`src/rtl/msg_tx_pkg.sv`:
```
// Shared definitions for the status message transmitter: ASCII codes, request
// codes, queue entry layout and the frame byte table.
package msg_tx_pkg;

    localparam logic [7:0] ASCII_HASH = 8'h23;
    localparam logic [7:0] ASCII_DASH = 8'h2D;
    localparam logic [7:0] ASCII_ONE  = 8'h31;
    localparam logic [7:0] ASCII_QM   = 8'h3F;
    localparam logic [7:0] ASCII_B    = 8'h42;
    localparam logic [7:0] ASCII_C    = 8'h43;
    localparam logic [7:0] ASCII_D    = 8'h44;
    localparam logic [7:0] ASCII_E    = 8'h45;
    localparam logic [7:0] ASCII_F    = 8'h46;
    localparam logic [7:0] ASCII_I    = 8'h49;
    localparam logic [7:0] ASCII_M    = 8'h4D;
    localparam logic [7:0] ASCII_N    = 8'h4E;
    localparam logic [7:0] ASCII_P    = 8'h50;
    localparam logic [7:0] ASCII_R    = 8'h52;
    localparam logic [7:0] ASCII_S    = 8'h53;
    localparam logic [7:0] ASCII_U    = 8'h55;

    localparam logic [1:0] UNIT_E       = 2'd0;
    localparam logic [1:0] UNIT_C       = 2'd1;
    localparam logic [1:0] UNIT_R       = 2'd2;
    localparam logic [1:0] UNIT_ILLEGAL = 2'd3;

    localparam int ENTRY_W = 6;

    typedef enum logic [1:0] {
        REQ_FIM = 2'd0,
        REQ_BPM = 2'd1,
        REQ_BDM = 2'd2,
        REQ_END = 2'd3
    } req_type_e;

    typedef struct packed {
        req_type_e  rtype;
        logic [1:0] unit;
        logic [1:0] block;
    } req_entry_t;

    typedef enum logic [1:0] {
        ST_IDLE = 2'd0,
        ST_LOAD = 2'd1,
        ST_WAIT = 2'd2,
        ST_GAP  = 2'd3
    } tx_state_e;

    function automatic logic [7:0] unit_char(input logic [1:0] unit);
        case (unit)
            UNIT_E:  return ASCII_E;
            UNIT_C:  return ASCII_C;
            UNIT_R:  return ASCII_R;
            default: return ASCII_QM;
        endcase
    endfunction

    // Any index past the end of a frame maps to the terminator.
    function automatic logic [7:0] frame_byte(input req_entry_t e, input logic [3:0] idx);
        logic [7:0] b;
        b = ASCII_HASH;
        case (e.rtype)
            REQ_FIM, REQ_BDM: begin
                case (idx)
                    4'd0:    b = (e.rtype == REQ_FIM) ? ASCII_F : ASCII_B;
                    4'd1:    b = (e.rtype == REQ_FIM) ? ASCII_I : ASCII_D;
                    4'd2:    b = ASCII_M;
                    4'd3:    b = ASCII_DASH;
                    4'd4:    b = unit_char(e.unit);
                    4'd5:    b = ASCII_DASH;
                    default: b = ASCII_HASH;
                endcase
            end
            REQ_BPM: begin
                case (idx)
                    4'd0:    b = ASCII_B;
                    4'd1:    b = ASCII_P;
                    4'd2:    b = ASCII_M;
                    4'd3:    b = ASCII_DASH;
                    4'd4:    b = ASCII_S;
                    4'd5:    b = ASCII_U;
                    4'd6:    b = ASCII_DASH;
                    4'd7:    b = ASCII_B;
                    4'd8:    b = ASCII_ONE + {6'd0, e.block};
                    4'd9:    b = ASCII_DASH;
                    default: b = ASCII_HASH;
                endcase
            end
            REQ_END: begin
                case (idx)
                    4'd0:    b = ASCII_E;
                    4'd1:    b = ASCII_N;
                    4'd2:    b = ASCII_D;
                    4'd3:    b = ASCII_DASH;
                    default: b = ASCII_HASH;
                endcase
            end
            default: b = ASCII_HASH;
        endcase
        return b;
    endfunction

endpackage

```
`src/rtl/msg_tx_fifo.sv`:
```
// Request queue for msg_tx: synchronous FIFO of 6-bit entries with a
// combinational read port; pointers wrap modulo the depth.
module msg_tx_fifo
    import msg_tx_pkg::*;
#(
    parameter int FIFO_DEPTH_LOG2 = 2
) (
    input  logic               clk,
    input  logic               rst,
    input  logic               push,
    input  logic               pop,
    input  logic [ENTRY_W-1:0] din,
    output logic [ENTRY_W-1:0] dout,
    output logic               full,
    output logic               empty
);
    localparam int DEPTH = 1 << FIFO_DEPTH_LOG2;
    localparam logic [FIFO_DEPTH_LOG2-1:0] PTR_ONE  = (FIFO_DEPTH_LOG2)'(1);
    localparam logic [FIFO_DEPTH_LOG2:0]   CNT_ONE  = (FIFO_DEPTH_LOG2 + 1)'(1);
    localparam logic [FIFO_DEPTH_LOG2:0]   CNT_FULL = (FIFO_DEPTH_LOG2 + 1)'(DEPTH);

    logic [ENTRY_W-1:0]         r_mem [DEPTH];
    logic [FIFO_DEPTH_LOG2-1:0] r_wr_ptr;
    logic [FIFO_DEPTH_LOG2-1:0] r_rd_ptr;
    logic [FIFO_DEPTH_LOG2:0]   r_count;
    logic                       w_push;
    logic                       w_pop;

    assign full   = (r_count == CNT_FULL);
    assign empty  = (r_count == '0);
    assign w_push = push && !full;
    assign w_pop  = pop && !empty;
    assign dout   = r_mem[r_rd_ptr];

    // Storage, pointers and occupancy; simultaneous push and pop keep the count.
    always_ff @(posedge clk or posedge rst) begin
        if (rst) begin
            r_wr_ptr <= '0;
            r_rd_ptr <= '0;
            r_count  <= '0;
            for (int i = 0; i < DEPTH; i++) begin
                r_mem[i] <= '0;
            end
        end else begin
            if (w_push) begin
                r_mem[r_wr_ptr] <= din;
                r_wr_ptr        <= r_wr_ptr + PTR_ONE;
            end
            if (w_pop) begin
                r_rd_ptr <= r_rd_ptr + PTR_ONE;
            end
            case ({w_push, w_pop})
                2'b10:   r_count <= r_count + CNT_ONE;
                2'b01:   r_count <= r_count - CNT_ONE;
                default: r_count <= r_count;
            endcase
        end
    end

endmodule

```
`src/rtl/msg_tx.sv`:
```
// Status message transmitter: queues event requests and streams each one as a
// '#'-terminated ASCII frame into uart_tx over a start/done byte handshake.
module msg_tx
    import msg_tx_pkg::*;
#(
    parameter int FIFO_DEPTH_LOG2 = 2,
    parameter int GAP_CYCLES      = 4340,
    parameter int TX_TIMEOUT      = 500000
) (
    input  logic       clk_50M,
    input  logic       reset,
    input  logic       req_valid,
    input  logic [1:0] req_type,
    input  logic [1:0] req_unit,
    input  logic [1:0] req_block,
    output logic       req_ready,
    output logic [7:0] tx_data,
    output logic       tx_start,
    input  logic       tx_done,
    output logic       msg_active,
    output logic       msg_sent,
    output logic       err_drop,
    output logic       err_timeout
);
    localparam logic [18:0] TIMEOUT_LAST = 19'(TX_TIMEOUT - 1);
    // IDLE and LOAD account for two of the idle cycles before the next tx_start.
    localparam logic [18:0] GAP_LAST     = 19'((GAP_CYCLES > 3) ? (GAP_CYCLES - 3) : 0);

    tx_state_e          r_state;
    req_entry_t         r_entry;
    logic [3:0]         r_idx;
    logic [18:0]        r_cnt;
    logic [7:0]         r_tx_data;
    logic               r_tx_start;
    logic               r_msg_active;
    logic               r_msg_sent;
    logic               r_err_drop;
    logic               r_err_timeout;

    logic               w_full;
    logic               w_empty;
    logic               w_illegal;
    logic               w_push;
    logic               w_pop;
    logic [ENTRY_W-1:0] w_din;
    logic [ENTRY_W-1:0] w_dout;

    assign w_illegal = ((req_type == REQ_FIM) || (req_type == REQ_BDM)) && (req_unit == UNIT_ILLEGAL);
    assign w_push    = req_valid && !w_full && !w_illegal;
    assign w_pop     = (r_state == ST_IDLE) && !w_empty;
    assign w_din     = {req_type, req_unit, req_block};

    assign req_ready   = !w_full;
    assign tx_data     = r_tx_data;
    assign tx_start    = r_tx_start;
    assign msg_active  = r_msg_active;
    assign msg_sent    = r_msg_sent;
    assign err_drop    = r_err_drop;
    assign err_timeout = r_err_timeout;

    msg_tx_fifo #(
        .FIFO_DEPTH_LOG2(FIFO_DEPTH_LOG2)
    ) u_fifo (
        .clk   (clk_50M),
        .rst   (reset),
        .push  (w_push),
        .pop   (w_pop),
        .din   (w_din),
        .dout  (w_dout),
        .full  (w_full),
        .empty (w_empty)
    );

    // Rejected request strobe: queue full or an illegal unit on FIM/BDM.
    always_ff @(posedge clk_50M or posedge reset) begin
        if (reset) begin
            r_err_drop <= 1'b0;
        end else begin
            r_err_drop <= req_valid && (w_full || w_illegal);
        end
    end

    // Frame sequencer; follow-on bytes launch straight from WAIT so tx_start trails tx_done by one cycle.
    always_ff @(posedge clk_50M or posedge reset) begin
        if (reset) begin
            r_state       <= ST_IDLE;
            r_entry       <= '0;
            r_idx         <= 4'd0;
            r_cnt         <= 19'd0;
            r_tx_data     <= 8'd0;
            r_tx_start    <= 1'b0;
            r_msg_active  <= 1'b0;
            r_msg_sent    <= 1'b0;
            r_err_timeout <= 1'b0;
        end else begin
            r_tx_start    <= 1'b0;
            r_msg_sent    <= 1'b0;
            r_err_timeout <= 1'b0;
            case (r_state)
                ST_IDLE: begin
                    if (!w_empty) begin
                        r_entry <= req_entry_t'(w_dout);
                        r_idx   <= 4'd0;
                        r_state <= ST_LOAD;
                    end
                end
                ST_LOAD: begin
                    r_tx_data    <= frame_byte(r_entry, r_idx);
                    r_tx_start   <= 1'b1;
                    r_msg_active <= 1'b1;
                    r_cnt        <= 19'd0;
                    r_state      <= ST_WAIT;
                end
                ST_WAIT: begin
                    if (tx_done && !r_tx_start) begin
                        r_cnt <= 19'd0;
                        if (r_tx_data == ASCII_HASH) begin
                            r_msg_sent   <= 1'b1;
                            r_msg_active <= 1'b0;
                            r_state      <= ST_GAP;
                        end else begin
                            r_idx      <= r_idx + 4'd1;
                            r_tx_data  <= frame_byte(r_entry, r_idx + 4'd1);
                            r_tx_start <= 1'b1;
                        end
                    end else if (r_cnt == TIMEOUT_LAST) begin
                        r_err_timeout <= 1'b1;
                        r_msg_active  <= 1'b0;
                        r_cnt         <= 19'd0;
                        r_state       <= ST_GAP;
                    end else begin
                        r_cnt <= r_cnt + 19'd1;
                    end
                end
                ST_GAP: begin
                    if (r_cnt == GAP_LAST) begin
                        r_cnt   <= 19'd0;
                        r_state <= ST_IDLE;
                    end else begin
                        r_cnt <= r_cnt + 19'd1;
                    end
                end
                default: r_state <= ST_IDLE;
            endcase
        end
    end

endmodule

```
`config.mk`:
```
export PLATFORM = sky130hd
export DESIGN_NAME = msg_tx
export DESIGN_NICKNAME = d
export VERILOG_FILES = /design/src/rtl/msg_tx_pkg.sv /design/src/rtl/msg_tx_fifo.sv /design/src/rtl/msg_tx.sv
export SDC_FILE = /design/constraint.sdc
export NUM_CORES = 1
export LEC_CHECK = 0
export BUFFER_PORTS_ARGS = -buffer_cell sky130_fd_sc_hd__buf_4
export CORE_ASPECT_RATIO = 1.75
export CORE_MARGIN = 5
export CORE_UTILIZATION = 55
export CTS_CLUSTER_SIZE = 12
export DETAILED_ROUTE_END_ITERATION = 6
export PLACE_DENSITY = 0.73
export SLEW_MARGIN = 10
export SYNTH_ARGS = -nofsm -noshare
export SYNTH_HDL_FRONTEND = slang
export SYNTH_SLANG_ARGS = --single-unit
```
`constraint.sdc`:
```
create_clock -name clk_50M -period 5.1 [get_ports clk_50M]
set_input_delay 0 -clock clk_50M [delete_from_list [all_inputs] [get_ports clk_50M]]
set_output_delay 0 -clock clk_50M [all_outputs]
set_load 0.03 [all_outputs]
```
**Yosys cells after proc, flatten, opt, wreduce, memory -nomap -nowiden**

Index checks and enable logic that the tools add are counted.

- Word-level logic and storage cells: 158
- Flip-flop bits (word level): 75
- Bits of input ports: 10

- $lt $le $gt $ge: 3
- Add/sub/neg operators: 7
- Reductions and logical operators: 38
- Equality and inequality tests: 40
- Bitwise logic cells: 3
- Mux-type cells: 48

Operators with widths:

| operator | number |
|---|---|
| 7-bit case mux with 7 select lines | 2 |
| 7-bit case mux with 5 select lines | 2 |
| 19-bit 2-to-1 mux | 3 |
| 19-bit case mux with 3 select lines | 1 |
| 7-bit case mux with 4 select lines | 2 |
| 8-bit case mux with 3 select lines | 2 |
| 4-bit by 3-bit equality test with 1-bit output (second input constant) | 8 |
| 24-bit bitwise mux | 1 |
| 7-bit case mux with 3 select lines | 1 |
| 19-bit by 1-bit adder with 19-bit output (second input constant) | 1 |
| 19-bit by 13-bit equality test with 1-bit output (second input constant) | 1 |
| 19-bit equality test (second input constant) | 1 |
| 6-bit 2-to-1 mux | 3 |
| 2-bit equality test (second input constant) | 8 |
| 4-bit by 2-bit equality test with 1-bit output (second input constant) | 4 |
| 4-bit equality test (second input constant) | 4 |
| 4-bit 2-to-1 mux | 4 |
| 8-bit 2-to-1 mux | 2 |
| 8-bit case mux with 2 select lines | 1 |
| 6-bit binary-select mux with 2-bit select | 1 |
| 6-bit demux with 2-bit select | 1 |
| 1-bit 2-to-1 mux | 11 |
| 2-bit 2-to-1 mux | 5 |
| 2-bit OR reduction | 5 |
| other kinds (32) | 65 |

**Logic depth before layout (Yosys ltp)**

Gate-level depths: netlist (run 1).

- Depth in word-level cells: 8
- Gate-level depth with buffers: 12
- Mapped depth without buffers: 11

**By module**

From an unflattened synthesis (run 1), not the netlist that was laid out.

- Cell total of the unflattened synthesis: 527
- Area total of the unflattened synthesis: 4,988.5 µm²

Modules (own cells, without submodules):

| module | cells an instance | area an instance (µm²) | sequential area each (µm²) | instances |
|---|---|---|---|---|
| msg_tx | 430 | 3,542.1 | 1,076.0 | 1 |
| msg_tx_fifo | 97 | 1,446.4 | 775.7 | 1 |

**Worst setup path after synthesis (run 1)**

OpenSTA, ideal clock, no wires.

- Path type: register to register
- From: reg u_fifo.r_count[0]
- To: reg u_fifo.r_count[2]
- Path slack: 2,711 ps
- Clock period less this slack: 2,389 ps
- Arrival: 2,310 ps
- Stages on the path, launching flop included: 13
- Cells stage by stage: dfrtp_1 inv_1 nand3_1 o21a_1 and2_1 clkbuf_1 inv_1 ha_1 inv_1 fa_1 xor2_1 nor2_1 xor2_1

- Word-level cells in the longest chain between the ends: 7
- Elaborated cells between the ends (all ways): 15
- Classes of those cells: 2 x add/sub; 3 x eq/ne; 1 x mux; 9 x reduce/logical

RTL lines:

| what | RTL line | text |
|---|---|---|
| start: declaration | msg_tx_fifo.sv:25 | `logic [FIFO_DEPTH_LOG2:0] r_count;` |
| start signal: assignment | msg_tx_fifo.sv:53 | `2'b10: r_count <= r_count + CNT_ONE;` |
| start signal: assignment | msg_tx_fifo.sv:54 | `2'b01: r_count <= r_count - CNT_ONE;` |
| start signal: assignment | msg_tx_fifo.sv:55 | `default: r_count <= r_count;` |
| 3-bit equality test (*) | msg_tx_fifo.sv:29 | `assign full = (r_count == CNT_FULL);` |
| 1-bit zero test (*) | n/a |  |
| via req_ready | msg_tx.sv:16 | `output logic req_ready,` |
| 1-bit logical AND (2 in series) | msg_tx.sv:49 | `assign w_push = req_valid && !w_full && !w_illegal;` |
| 1-bit logical AND (*) | msg_tx_fifo.sv:31 | `assign w_push = push && !full;` |
| 2-bit by 1-bit equality test with 1-bit output or 2-bit equality test (tied branches) | msg_tx_fifo.sv:52 | `case ({w_push, w_pop})` |
| 3-bit case mux with 2 select lines or 2-bit nonzero test (tied branches) | n/a |  |

The timed path passes the listed nets; every way through them passes the cells marked *.
A chain may end at the register's enable or synchronous reset.

**Final worst setup path (run 1)**

- From: reg r_idx[0]
- To: reg r_tx_data[2] (netlist: tx_data[2])

- Word-level cells in the longest chain between the ends: 8
- Elaborated cells between the ends (all ways): 38
- Classes of those cells: 1 x add/sub; 18 x eq/ne; 11 x mux; 8 x reduce/logical

RTL lines:

| what | RTL line | text |
|---|---|---|
| start: declaration | msg_tx.sv:31 | `logic [3:0] r_idx;` |
| start signal: assignment | msg_tx.sv:122 | `r_idx <= r_idx + 4'd1;` |
| 4-bit by 1-bit adder with 4-bit output | msg_tx.sv:123 | `r_tx_data <= frame_byte(r_entry, r_idx + 4'd1);` |
| 4-bit by 2-bit equality test with 1-bit output, or another cell as far along | msg_tx_pkg.sv:64, msg_tx_pkg.sv:75, msg_tx_pkg.sv:90 |  |
| 3-bit OR reduction (no source line) or 2-bit OR reduction (tied branches) | n/a |  |
| 7-bit case mux with 7 select lines or 7-bit case mux with 5 select lines (tied branches) | msg_tx_pkg.sv:75, msg_tx_pkg.sv:64 |  |
| 8-bit case mux with 3 select lines | msg_tx_pkg.sv:62 | `case (e.rtype)` |
| 8-bit 2-to-1 mux | msg_tx.sv:117 | `if (r_tx_data == ASCII_HASH) begin` |
| 8-bit 2-to-1 mux | msg_tx.sv:115 | `if (tx_done && !r_tx_start) begin` |
| 8-bit case mux with 2 select lines (*) | msg_tx.sv:99 | `case (r_state)` |
| end signal: assignment | msg_tx.sv:108 | `r_tx_data <= frame_byte(r_entry, r_idx);` |
| end signal: assignment | msg_tx.sv:123 |  |
| end: declaration | msg_tx.sv:33 | `logic [7:0] r_tx_data;` |

Mark *: on every way between the ends. The rest lies on a longest branch, timed or not. The select of a mux whose other input is x is not followed.

==> results of run 1 <==
## what timing repair did
| action | CTS | global route |
|---|---|---|
| setup buffers | 0 | 0 |
| hold buffers | 9 | 0 |
| hold endpoints to repair | 74 | 0 |
## stage by stage
step / hold WS, ps / util, % / cells / setup WS [ps] / instance area (um^2)
2_1_floorplan: 138 / - / 534 / 2710 / 4900
3_3_place_gp: 233 / 59.1 / 648 / 2340 / 5130
3_5_place_dp: 260 / 59.1 / 648 / 2280 / 5130
4_1_cts: 138 / 63.4 / 673 / 2260 / 5500
5_1_grt: 147 / 63.4 / 673 / 1980 / 5500
6_report: 138 / 63.4 / 673 / 2180 / 5500
## critical path, cell delays in order (launching register included)
cell and delay (ps):
dfrtp_1 490, ha_1 200, buf_4 260, xor2_1 850, nor3_1 280, a21oi_1 210
o22ai_1 100, o221a_2 270, a21boi_0 180
## flip-flops by register name (all words and copies together) (netlist names)
register and cells:
tx_data 7, tx_start 1, err_drop 1, u_fifo.r_wr_ptr 2
u_fifo.r_rd_ptr 2, r_entry 6, r_idx 4, msg_sent 1
err_timeout 1, msg_active 1, r_cnt 19, u_fifo.r_count 3
u_fifo.r_mem 24, r_state 2
## logic make-up after synthesis
family,count (synthesis)
AOI/OAI and AO/OA,145
xor gates and xnor gates,12
adders and majority gates,24
buffers and inverters,55
DFF,74
muxes,43
other,1
and+or+nand+nor,180
## power by group
part / leakage (nW) / switching, mW / internal (mW) / total, mW
logic: 1.28 / 0.979 / 0.721 / 1.70
clock network: 0.132 / 0.250 / 0.357 / 0.607
registers: 0.926 / 0.216 / 0.800 / 1.02
## metal layers
metal	part of all wire [%]	vias to the layer above	GRT usage (%)
met5	0	-	0
met4	5.6	0	15.8
met3	3.7	48	4.14
met2	53	141	44.8
met1	37	2091	29.0
li1	-	1992	-
## final cells by class
type	instances	area (um^2)	share of cell area, %
multi-input cells	405	2830	51.5
flip-flops and latches	74	1850	33.7
repair buffers	36	293	5.32
clock buffers	13	260	4.73
well taps	117	146	2.66
inverters	25	93.8	1.71
clock inverters	3	23.8	0.432
## cells in the final DEF (no fill, tap or decap), types with 3 or more instances in the layout
cell	instances
nor4_1	7
o21ai_0	42
o21bai_1	3
inv_1	23
o21a_1	3
mux4_2	6
o22ai_1	9
nor3_1	17
nor2b_1	6
buf_4	27
mux2i_1	6
a21o_1	5
mux2_2	30
xnor2_1	8
and2_1	5
nand4_1	7
nand3_1	16
nor4b_1	5
dfrtp_1	74
a221oi_1	4
dlygate4sd3_1	9
ha_1	23
a22o_1	8
a21oi_1	30
a31oi_1	8
a211oi_1	3
nand2b_1	5
nor2_1	38
clkbuf_16	9
nand2_1	54
and3_1	6
xor2_1	4
a211o_1	3
or2_2	3
## path summary, 6_finish.rpt
check,endpoint,slack (ps),cells after the start
worst min-delay path,msg_sent,140,3
worst max-delay path,tx_data[2],2180,8
worst max register to register,tx_data[2],2180,8
max in group asynchronous,r_entry[5],3980,4
min in group asynchronous,r_cnt[3],520,4
worst min register to register,u_fifo.r_count[0],500,1
==> results.md, run 1 <==
* Number of global-route vias before repair at 4,355
* Multiplexer area fraction after synthesis at roughly 11%
* Fraction of the mapped netlist area in compound gates at 20.0%
* Routed wire length at approximately 13 mm
* Sequential share of the synthesized area at a little under two fifths
* Max VDD drop at about 300 uV
* Yosys warning total at 0
* Actual transition at the worst max-transition pin at 1190 ps
* Count of input and output buffers at 22
* WP data arrival at between 3000 and 4000 ps
* Drt wl/cell at between 15 and 20 um
* Maximum fanout count along the critical path at 21
* Synthesized cell area at 0.00490 mm^2
* Final critical delay including setup and external delays at approximately 2900 ps
* Post-synth cell types at 66
* Gates resized, CTS repair at 0
* Maximum frequency from static timing analysis at between 0.3 and 0.4 GHz
* Placeable Area at between 0.008 and 0.009 mm^2
* Number of flip-flops and latches in the synthesized netlist at 74
* Total number of clock tree sinks at 74
* Overflow left after global routing at 0
* Filler cell count in the final layout at 757
* Cell accounting for the most synthesized area: dfrtp_1
* Worst setup EP type: flip-flop
* Final period utilization at approximately 57%
* Summed negative setup slack over all endpoints at 0 ps
* Simple-gate share of the synthesized area at between 10% and 20%
* Areal power density over the cells at slightly above 600 mW/mm^2
* Inserted Diodes at 0
* 1st-pass router iterations at 5
* Top-Level Pins at 24
* Cell leakage power at between 2 and 2.5 nW
* Residual DRC count at 0
* Startpoint of the worst hold path: tx_done
* Number of nets in the layout at a little under 600
* Area share of the largest cell type after synthesis at 37.8%
* Number of pins exceeding their max-slew limit in the final report at 0
* Main combinational cell family by area after synthesis: compound AO/OA/AOI/OAI gates
* First element of the critical path: r_idx[0]
* Initial detailed-routing violation count at approximately 250
* Max_slew headroom at about 20%
* Overall die height at around 130 um
* Clock root cell: clkbuf_16
* Finish-stage setup viols at 0
* Placer's final routability congestion estimate at a little over 1
* Overall Global Routing Usage at approximately a quarter
* Crit start category: flip-flop
* Total design power at 3.32 mW
* TritonCTS clock tree: yes
* Maximum capacitance violations at 0
* Number of enable flip-flop cells after synthesis at 0
* Chip Width at slightly above 80 um
* Register clock-pin slew on the reported worst setup and hold paths at roughly 60 ps
* CP Class: flip-flop to flip-flop
* Number of buffers created by CTS at 9
* Number of endpoints with negative hold slack in the final report at 0
* Floorplan row count at 45
* H-tree level count at 3
* Top cells by area in the synthesized netlist: dfrtp_1, mux2_2, ha_1
* Commonest cells post-synth: dfrtp_1, nand2_1, o21ai_0
* Insertion delay of the later-clocked pin in the worst-skew pair at roughly 340 ps
* Worst min path class: primary input to flip-flop
* Area share of xor/xnor cells in the synthesized design at under 10%
* Most used DFF post-synth: dfrtp_1
* Required @ worst endpoint at around 5400 ps
* Initial standard-cell utilization of the core at between 50% and 60%
* Async set-reset flop share out of synthesis at 100%
* Number of vias per cell at between 6 and 7
* Synthesized Nets at 568
* Initial antenna violation count at 0
* Unrepaired setup endpoints after global routing: false
* Maximum number of pins on one net before global-route repair at 75
* ANT nets after route at 0
* Total via count in the routed design at 4,272
* Global-route wire length before repair at ~22 mm
* Ratio of cells with drive above 1 in the final layout at around 16%
* Synthesized instance count at 534
* Startpoint of the lowest-slack register-to-register path: r_idx[0]
* Post-route clock skew at about 8.6 ps
* Synth Area per Inst at just over 9 um^2
* Die footprint at 0.0110 mm^2
* Area Overhead vs Synth at 12.3%
* Half-perimeter wire length after placement at about 9.4 mm
* Maximum root-to-sink buffer count at 2
* Leading cell type by number of instances after synthesis: dfrtp_1
* Post-synthesis share of cell area spent on full adders, half adders and majority gates at under 10%
* Status: finished, final reports clean
(Power assumes the default switching activity.)
==> run 2, diff against run 1 <==
--- a/config.mk
+++ b/config.mk
@@ -11,7 +11,7 @@
 export CORE_UTILIZATION = 55
 export CTS_CLUSTER_SIZE = 12
 export DETAILED_ROUTE_END_ITERATION = 6
-export PLACE_DENSITY = 0.73
+export PLACE_DENSITY = 0.76
 export SLEW_MARGIN = 10
 export SYNTH_ARGS = -nofsm -noshare
 export SYNTH_HDL_FRONTEND = slang
==> constraint.sdc (replaced) <==
create_clock -name clk_50M -period 2.6 [get_ports clk_50M]
set_input_delay 0 -clock clk_50M [delete_from_list [all_inputs] [get_ports clk_50M]]
set_output_delay 0 -clock clk_50M [all_outputs]
set_load 0.03 [all_outputs]
==> run 2 against run 1 <==
Net effect:
- highest routed layer unchanged
- hold slack got worse by 20 ps
- critical path type unchanged
- largest power group unchanged
- non-clock buffer count increased by 23
- combinational power is 110% higher
- first-iteration DRC count grew 23%
- total power grew 100%
- fmax rose by 20%
- clock power rose by 96%
==> results.md, run 2 (synthesis gave the netlist of run 1 again) <==
* Status: finished, final reports clean (unchanged)
* Number of nets in the layout at 608 (was 585)
* Max VDD drop at 602 uV (was 305 uV)
* ANT nets after route at 0 (unchanged)
* Max_slew headroom at 43.9% (was 20.4%)
* Insertion delay of the later-clocked pin in the worst-skew pair at 340 ps (about the same)
* Final critical delay including setup and external delays at 2440 ps (was 2920 ps)
* Number of placed instances with taps included at 671 (was 648)
* Initial antenna violation count at 0 (unchanged)
* Top-Level Pins at 24 (unchanged)
* Worst setup EP type: flip-flop (unchanged)
* Overall Global Routing Usage at 27.3% (was 25.9%)
* Maximum frequency from static timing analysis at 0.410 GHz (was 0.342 GHz)
* H-tree level count at 3 (unchanged)
* Number of buffers created by CTS at 9 (unchanged)
* Leading cell types in the layout, fill and taps excluded: dfrtp_1, nand2_1, buf_4, o21ai_0, nor2_1 (was dfrtp_1, nand2_1, o21ai_0, nor2_1)
* Worst R2R Path Depth at 8 (unchanged)
* Total non-filler cell area in the finished layout at 0.00570 mm^2 (was 0.00550 mm^2)
* Unrepaired setup endpoints after global routing: false (unchanged)
* Total via count in the routed design at 4,430 (was 4,272)
* Worst reg2reg path endpoint: tx_data[2] (unchanged)
* FF-to-FF setup slack at 160 ps (was 2180 ps)
* Startpoint of the lowest-slack register-to-register path: r_idx[0] (unchanged)
* Met2 Use GR at 47.1% (was 44.8%)
* Residual DRC count at 0 (unchanged)
* Chip Width at 81.4 um (unchanged)
* Placer's final routability congestion estimate at 0.990 (was 1.03)
* Number of vias per cell at 6.36 (was 6.35)
* Number of pins exceeding their max-slew limit in the final report at 0 (unchanged)
* Placed standard-cell area at 0.00533 mm^2 (was 0.00513 mm^2)
* Required @ worst endpoint at 2810 ps (was 5350 ps)
* Finish-stage setup viols at 0 (unchanged)
* Most Used Layer, Global Route: met2 (unchanged)
* Overall die height at 135 um (unchanged)
* Drt wl/cell at 19.7 um (was 19.8 um)
* Buffers inserted during post-CTS setup optimization at 0 (unchanged)
* Total number of clock tree sinks at 74 (unchanged)
* Half-perimeter wire length after placement at 9.89 mm (was 9.41 mm)
* Final period utilization at 93.7% (was 57.3%)
* Routed wire length at 13.7 mm (was 13.3 mm)
* Grt met1 use at 30.4% (was 29.0%)
* Final Util at 65.8% (was 63.4%)
* Number of global-route vias before repair at 4,546 (was 4,355)
* Register clock-pin slew on the reported worst setup and hold paths at 60 ps (about the same)
* Final cell count without fillers at 696 (was 673)
* Maximum root-to-sink buffer count at 2 (unchanged)
* Total design power at 6.67 mW (was 3.32 mW)
* Clock root cell: clkbuf_16 (unchanged)
* Actual transition at the worst max-transition pin at 840 ps (was 1190 ps)
* Worst min path class: primary input to flip-flop (unchanged)
* M3 GR Usage at 5.61% (was 4.14%)
* Die footprint at 0.0110 mm^2 (unchanged)
* Initial detailed-routing violation count at 311 (was 252)
* Most flops, register: u_fifo.r_mem (unchanged)
* Count of input and output buffers at 22 (unchanged)
* Areal power density over the cells at 1170 mW/mm^2 (was 604 mW/mm^2)
* Cell leakage power at 2.47 nW (was 2.34 nW)
* CP Class: flip-flop to flip-flop (unchanged)
* Min-Delay Path Depth at 3 (unchanged)
* Placeable Area at 0.00867 mm^2 (unchanged)
* TritonCTS clock tree: yes (unchanged)
* Number of flip-flops under the largest register name at 24 (unchanged)
* Startpoint of the worst hold path: tx_done (unchanged)
* Ratio of cells with drive above 1 in the final layout at 19.9% (was 16.0%)
* Maximum capacitance violations at 0 (unchanged)
* Post-route clock skew at 10.2 ps (was 8.56 ps)
* Maximum number of pins on one net before global-route repair at 39 (was 75)
* Area Overhead vs Synth at 16.4% (was 12.3%)
* Most common cell after layout, fill and taps aside: dfrtp_1 (unchanged)
* Maximum fanout count along the critical path at 13 (was 21)
* WP data arrival at 2650 ps (was 3180 ps)
* Summed negative setup slack over all endpoints at 0 ps (unchanged)
* Initial standard-cell utilization of the core at 56.5% (unchanged)
* 1st-pass router iterations at 5 (unchanged)
* Overflow left after global routing at 0 (unchanged)
* Inserted Diodes at 0 (unchanged)
* Crit start category: flip-flop (unchanged)
* Floorplan row count at 45 (unchanged)
* Hold Path End: msg_sent (unchanged)
* Global-route wire length before repair at 22.9 mm (was 21.8 mm)
* Number of endpoints with negative hold slack in the final report at 0 (unchanged)
==> run 2: cell count changes in the layout (fill, tap and decap cells not counted) <==
cell / change
buf_4: +21
inv_6: +3
buf_12: +2
clkbuf_1: -2
clkbuf_8: -2
clkinv_2: +1
clkinvlp_4: -1
inv_8: +1
nand2_1: -1
nand2_2: +1
==> run 2: per-layer routing <==
layer / vias to the layer above / routed length [um]
met4: 0 / 850
met1: 2133 / 4960
met2: 193 / 7160
met3: 70 / 710
li1: 2034 / -
met5: - / 0
==> run 2: report_power, final <==
group          leakage (nW)  switching [mW]  total, mW  internal (mW)
Combinational          1.40            1.94       3.50           1.56
Sequential            0.926           0.420       1.99           1.57
Clock                 0.139           0.524       1.19          0.662
Total                  2.47            2.89       6.67           3.79
==> run 2: through the flow <==
step	worst slack (ps)	hold slack, ps
2_1_floorplan	211	138
3_3_place_gp	279	225
6_report	163	118
4_1_cts	187	115
3_5_place_dp	186	229
5_1_grt	63.4	134
==> run 2: worst max path at each step <==
stage / from / endpoint / cells past startpoint
floorplan: u_fifo.r_count[0] / u_fifo.r_count[2] / 12
global placement: r_cnt[0] / r_cnt[15] / 8
detailed placement: r_cnt[0] / r_cnt[3] / 8
CTS: r_cnt[0] / r_cnt[18] / 8
global route: r_idx[0] / tx_data[5] / 8
finish: r_idx[0] / tx_data[2] / 8
==> run 2: layout make-up <==
| class | count | area [um^2] |
|---|---|---|
| Clock buffer | 9 | 225 |
| Clock inverter | 7 | 58.8 |
| Fill cell | 764 | 2970 |
| Inverter | 25 | 93.8 |
| Multi-Input combinational cell | 405 | 2840 |
| Sequential cell | 74 | 1850 |
| Tap cell | 117 | 146 |
| Timing Repair Buffer | 59 | 490 |
==> run 2: critical path, stage by stage, from the launching register on <==
cell      delay, ps
dfrtp_1         490
inv_1           100
ha_1            290
buf_4           220
nand2b_1        160
o22ai_1         110
o21ai_0         570
a31oi_1         190
a21boi_0        160
==> run 2: what timing repair did <==
item,in CTS,in global routing
hold buffers,9,0
setup endpoints to repair,0,1
endpoints found under the hold margin,62,0
gates resized for setup,0,1
